<file path="src/rtl/lstm_step_sequencer.sv">
// Feeds buffered feature samples to the LSTM network one timestep at a time.
// It waits out the network latency and hands each hidden output downstream over valid/ready.
module lstm_step_sequencer #(
   parameter int unsigned FIFO_DEPTH = 8,
   parameter int unsigned LSTM_LAT   = 4,
   parameter int unsigned MAX_STEPS  = 255
) (
   input  logic       clk_i,
   input  logic       rst_i,
   input  logic       s_valid_i,
   output logic       s_ready_o,
   input  logic [7:0] s_data_i,
   input  logic       s_last_i,
   output logic [7:0] lstm_in_o,
   output logic [7:0] lstm_add_o,
   output logic       lstm_cen_o,
   output logic       lstm_first_o,
   input  logic [7:0] lstm_hout_i,
   input  logic       lstm_of_i,
   output logic       h_valid_o,
   input  logic       h_ready_i,
   output logic [7:0] h_data_o,
   output logic       h_last_o,
   output logic       ovf_sticky_o,
   output logic       busy_o
);

   localparam int unsigned AW = $clog2(FIFO_DEPTH);
   localparam int unsigned CW = AW + 1;
   localparam int unsigned LW = (LSTM_LAT > 1) ? $clog2(LSTM_LAT) : 1;
   localparam logic [CW-1:0] Full    = CW'(FIFO_DEPTH);
   localparam logic [LW-1:0] LastCnt = LW'(LSTM_LAT - 1);
   localparam logic [7:0]    MaxStep = 8'(MAX_STEPS);

   typedef enum logic [1:0] {StIdle, StIssue, StWait, StOut} state_e;

   state_e          state_q;
   logic [8:0]      mem_q [FIFO_DEPTH];
   logic [AW-1:0]   wr_ptr_q, rd_ptr_q;
   logic [CW-1:0]   count_q, count_d;
   logic            push, pop;
   logic [8:0]      head;
   logic [7:0]      step_q;
   logic            first_pending_q, cur_last_q;
   logic [LW-1:0]   cnt_q;
   logic [7:0]      lstm_in_q, lstm_add_q, h_data_q;
   logic            lstm_cen_q, lstm_first_q, h_valid_q, h_last_q, ovf_q;

   // No bypass: a full FIFO refuses even when the head is being popped.
   assign s_ready_o = (count_q != Full);
   assign push      = s_valid_i && s_ready_o;
   assign pop       = (state_q == StIssue);
   assign head      = mem_q[rd_ptr_q];

   always_comb begin
      count_d = count_q;
      if (push && !pop) begin
         count_d = count_q + CW'(1);
      end else if (pop && !push) begin
         count_d = count_q - CW'(1);
      end
   end

   always_ff @(posedge clk_i) begin
      if (push) begin
         mem_q[wr_ptr_q] <= {s_last_i, s_data_i};
      end
   end

   always_ff @(posedge clk_i) begin
      if (rst_i) begin
         wr_ptr_q <= '0;
         rd_ptr_q <= '0;
         count_q  <= '0;
      end else begin
         if (push) begin
            wr_ptr_q <= wr_ptr_q + AW'(1);
         end
         if (pop) begin
            rd_ptr_q <= rd_ptr_q + AW'(1);
         end
         count_q <= count_d;
      end
   end

   always_ff @(posedge clk_i) begin
      if (rst_i) begin
         state_q         <= StIdle;
         step_q          <= '0;
         first_pending_q <= 1'b1;
         cur_last_q      <= 1'b0;
         cnt_q           <= '0;
         lstm_in_q       <= '0;
         lstm_add_q      <= '0;
         lstm_first_q    <= 1'b0;
         lstm_cen_q      <= 1'b0;
         h_valid_q       <= 1'b0;
         h_data_q        <= '0;
         h_last_q        <= 1'b0;
         ovf_q           <= 1'b0;
      end else begin
         case (state_q)
            StIdle: begin
               if (count_q != '0) begin
                  state_q <= StIssue;
               end
            end
            StIssue: begin
               lstm_in_q       <= head[7:0];
               lstm_add_q      <= step_q;
               lstm_first_q    <= first_pending_q;
               cur_last_q      <= head[8];
               first_pending_q <= 1'b0;
               cnt_q           <= '0;
               lstm_cen_q      <= 1'b1;
               state_q         <= StWait;
            end
            StWait: begin
               if (cnt_q == LastCnt) begin
                  h_data_q   <= lstm_hout_i;
                  h_last_q   <= cur_last_q;
                  ovf_q      <= ovf_q | lstm_of_i;
                  lstm_cen_q <= 1'b0;
                  h_valid_q  <= 1'b1;
                  state_q    <= StOut;
               end else begin
                  cnt_q <= cnt_q + LW'(1);
               end
            end
            StOut: begin
               if (h_ready_i) begin
                  h_valid_q <= 1'b0;
                  state_q   <= StIdle;
                  if (cur_last_q) begin
                     step_q          <= '0;
                     first_pending_q <= 1'b1;
                  end else if (step_q == MaxStep) begin
                     // Utterance longer than the weight table: wrap and flag it.
                     step_q <= '0;
                     ovf_q  <= 1'b1;
                  end else begin
                     step_q <= step_q + 8'd1;
                  end
               end
            end
            default: state_q <= StIdle;
         endcase
      end
   end

   assign lstm_in_o    = lstm_in_q;
   assign lstm_add_o   = lstm_add_q;
   assign lstm_cen_o   = lstm_cen_q;
   assign lstm_first_o = lstm_first_q;
   assign h_valid_o    = h_valid_q;
   assign h_data_o     = h_data_q;
   assign h_last_o     = h_last_q;
   assign ovf_sticky_o = ovf_q;
   assign busy_o       = (state_q != StIdle) || (count_q != '0);

endmodule

</file>
<file path="config.mk">
export PLATFORM = sky130hd
export DESIGN_NAME = lstm_step_sequencer
export DESIGN_NICKNAME = d
export VERILOG_FILES = /design/src/rtl/lstm_step_sequencer.sv
export SDC_FILE = /design/constraint.sdc
export NUM_CORES = 1
export LEC_CHECK = 0
export ABC_AREA = 1
export BUFFER_PORTS_ARGS = -buffer_cell sky130_fd_sc_hd__buf_2
export CAP_MARGIN = 20
export CORE_ASPECT_RATIO = 1.25
export CORE_MARGIN = 8
export CORE_UTILIZATION = 42
export DETAILED_ROUTE_END_ITERATION = 10
export HOLD_SLACK_MARGIN = 0.02
export PLACE_DENSITY = 0.57
export SYNTH_ARGS = -nofsm -noshare
export SYNTH_HDL_FRONTEND = slang
export SYNTH_SLANG_ARGS = --single-unit
</file>
<file path="constraint.sdc">
create_clock -name clk_i -period 4.1 [get_ports clk_i]
set_input_delay 0.41 -clock clk_i [delete_from_list [all_inputs] [get_ports clk_i]]
set_output_delay 0.41 -clock clk_i [all_outputs]
set_load 0.005 [all_outputs]
</file>
==> results.json <==
{
  "crit_type": "register to register",
  "synth_flop_cell": "edfxtp_1",
  "cts_hold_buf": 0,
  "cts_root_buf": "clkbuf_16",
  "postSynthAreaPerCell_um2": 9.05,
  "h-tree-depth": 4,
  "fill_cells": 1214,
  "grt_pass1_wl_um": 19300,
  "hold_viol": 0,
  "grtUsageTotal_pct": 15.1,
  "post_drt_wl_per_cell_um": 14.1,
  "place.port_buffers": 52,
  "grt_overflow": 0,
  "cts.path.max_buffers": 2,
  "cp_top_family": "adder cells",
  "setup_tns_ns": 0,
  "synth_cells": 590,
  "cp-start-kind": "register",
  "leakagePower_nw": 2.77,
  "cts_tree": "built",
  "grt_setup_unrepaired": "false",
  "peakVddDrop_mv": 0.257,
  "vias": 3874,
  "drtPass1Iterations": 5,
  "path_common_cell": "nand2_1",
  "synth_fp_nets": 625,
  "synth_most_common_cell": "nand2_1",
  "crit_buf_inv": 4,
  "hold_class": "input port to register",
  "worst_path_max_delay_cell": "dfxtp_1",
  "p_per_area_mw_per_mm2": 611,
  "crit_required_ns": 4.44,
  "final.period_utilization_pct": 60.9,
  "multiInputGateArea_mm2": 0.00166,
  "cts.clk_slew.worst_paths_ns": 0.05,
  "antenna_left": 0,
  "skew_ns": 0.0100,
  "viasPerCell": 4.71,
  "synth_common_cells": "nand2_1 (145), inv_1 (86), edfxtp_1 (72)",
  "grt_max_degree": 39,
  "dr.first_iter.drc_count": 148,
  "gp_congestion": 0.758,
  "dieArea_mm2": 0.0166,
  "max-slew-margin-rel_pct": 28.3,
  "synth_cell_types": 25,
  "route.detailed.drc": 0,
  "dp_cells": 791,
  "slew_viol_final": 0,
  "cts.sinks": 125,
  "utilization_pct": 49.7,
  "end_kind": "register",
  "period_minus_slack_ns": 2.50,
  "rows": 46,
  "cp_cell_sequence": "inv_1 -> ha_1 -> buf_4 -> inv_1 -> ha_1 -> inv_1 -> ha_1 -> nand2_1 -> nand2_1 -> nor2_1 -> nand2_1 -> nand2_1 -> nand2_1 -> a21oi_1",
  "grt_pass1_vias": 3837,
  "n_antenna_cell": 0,
  "dp_hpwl_um": 7800,
  "cp.arrival_ns": 2.84,
  "initial_utilization_pct": 42.6,
  "netlist_top_cells_area": "edfxtp_1 (40%), dfxtp_1 (20%), nand2_1 (10%), inv_1 (6.0%), nand3_1 (5.1%)",
  "yosysTopAreaCell": "edfxtp_1",
  "cts_buffers": 17,
  "drt_wl_total_um": 11600,
  "clk_latency_ns": 0.41,
  "worst_slew_pin_slew_ns": 1.07,
  "maxCapViolations": 0,
  "dp_slack_ns": 1.61,
  "final_nets": 677,
  "ios": 53,
  "ys_seq_elements": 125,
  "worst_slack_ns": 1.60,
  "async_flop_share_pct": 0,
  "area_growth_pct": 16.8,
  "core_mm2": 0.0125,
  "setup_viol": 0,
  "drive_gt1_share_pct": 13.9,
  "die_w_um": 117,
  "outcome": "finished clean",
  "seq_area_frac_synth_pct": 60.4,
  "max_freq_mhz": 400,
  "cpPeakStageDelay_ns": 0.36,
  "yosysWarnings": 0,
  "seq_area_mm2": 0.00322,
  "syn-cell-area_mm2": 0.00534,
  "netlist.area_leader.share_pct": 40.5,
  "finalNonFillerCells": 823,
  "cts_setup_buffers": 0,
  "antenna_found_initial": 0,
  "synth_edf_count": 72,
  "die_h_um": 142,
  "cts_resized": 0,
  "cp_max_fo": 34,
  "totalPowerFinal_w": 0.00381
}
layout by cell type (no fill, tap or decap), drive strengths merged:
cell      Yosys  final
nor3          5      5
inv          88     89
nor2         57     57
nor3b         1      1
o21ai        40     40
dfxtp        53     53
clkbuf        8     17
edfxtp       72     72
or2           1      1
clkinv        0      9
ha           12     12
clkinvlp      0      5
xnor2         2      2
xor2          4      4
a21oi        30     30
buf          14     55
nand3        54     54
nand2       146    146
fa            1      1
a211oi        1      1
nand4         1      1
final timing paths:
| check | start | endpoint | slack, ns | cells past startpoint |
|---|---|---|---|---|
| worst min register to register | ovf_sticky_o | ovf_sticky_o | 0.46 | 2 |
| worst min-delay path | lstm_hout_i[3] | h_data_o[3] | 0.26 | 3 |
| worst max-delay path | state_q[1] | count_q[3] | 1.60 | 14 |
| worst max register to register | state_q[1] | count_q[3] | 1.60 | 14 |
layout make-up:
cell class	count	share of cell area [%]
clock buffer	17	6.82
clock inverter	15	1.62
inverter	88	5.30
multi-input combinational	355	26.7
sequential	125	51.7
tap	168	3.37
timing repair buffer	55	4.53
state kept, by name, indices dropped and copies added (netlist names), 2 cells and up:
signal      cells
rd_ptr_q        3
state_q         2
lstm_add_o      8
count_q         4
step_q          8
wr_ptr_q        3
h_data_o        8
mem_q          72
cnt_q           2
lstm_in_o       8
cell families after synthesis:
group | Yosys count | synth area share (%)
AOI/OAI and AO/OA | 71 | 6.77
xor gates and xnor gates | 6 | 0.984
adders and majority gates | 13 | 3.19
buffers and inverters | 110 | 8.48
DFF | 125 | 60.4
and+or+nand+nor | 265 | 20.2
worst register-to-register path, stage by stage, from the launching register on:
cell and delay (ns):
dfxtp_1 0.36, inv_1 0.10, ha_1 0.18, buf_4 0.22, inv_1 0.30, ha_1 0.29, inv_1 0.11, ha_1 0.34
nand2_1 0.12, nand2_1 0.05, nor2_1 0.10, nand2_1 0.05, nand2_1 0.05, nand2_1 0.05, a21oi_1 0.10
metrics by stage:
stage | area, um^2 | hold slack [ns]
floorplan | 5340 | 0.429
global route | 6240 | 0.263
global placement | 5710 | 0.438
finish | 6240 | 0.258
detailed placement | 5710 | 0.447
CTS | 6240 | 0.243
power by group:
part           total [W]  internal [W]  leakage (nW)  switching, W
Sequential       0.00159       0.00148          1.09      0.000106
Combinational   0.000913      0.000319          1.43      0.000594
Clock            0.00131      0.000766         0.248      0.000548
Total            0.00381       0.00257          2.77       0.00125
layer usage:
layer / up-vias / part of all wire [%] / global-route usage, %
met4: 0 / 1.0 / 6.08
met2: 86 / 50 / 25.9
met1: 1769 / 43 / 17.3
met5: - / 0 / 0
met3: 12 / 5.7 / 4.20
li1: 2007 / - / -
No activity file was read; power rests on OpenSTA's default activity.
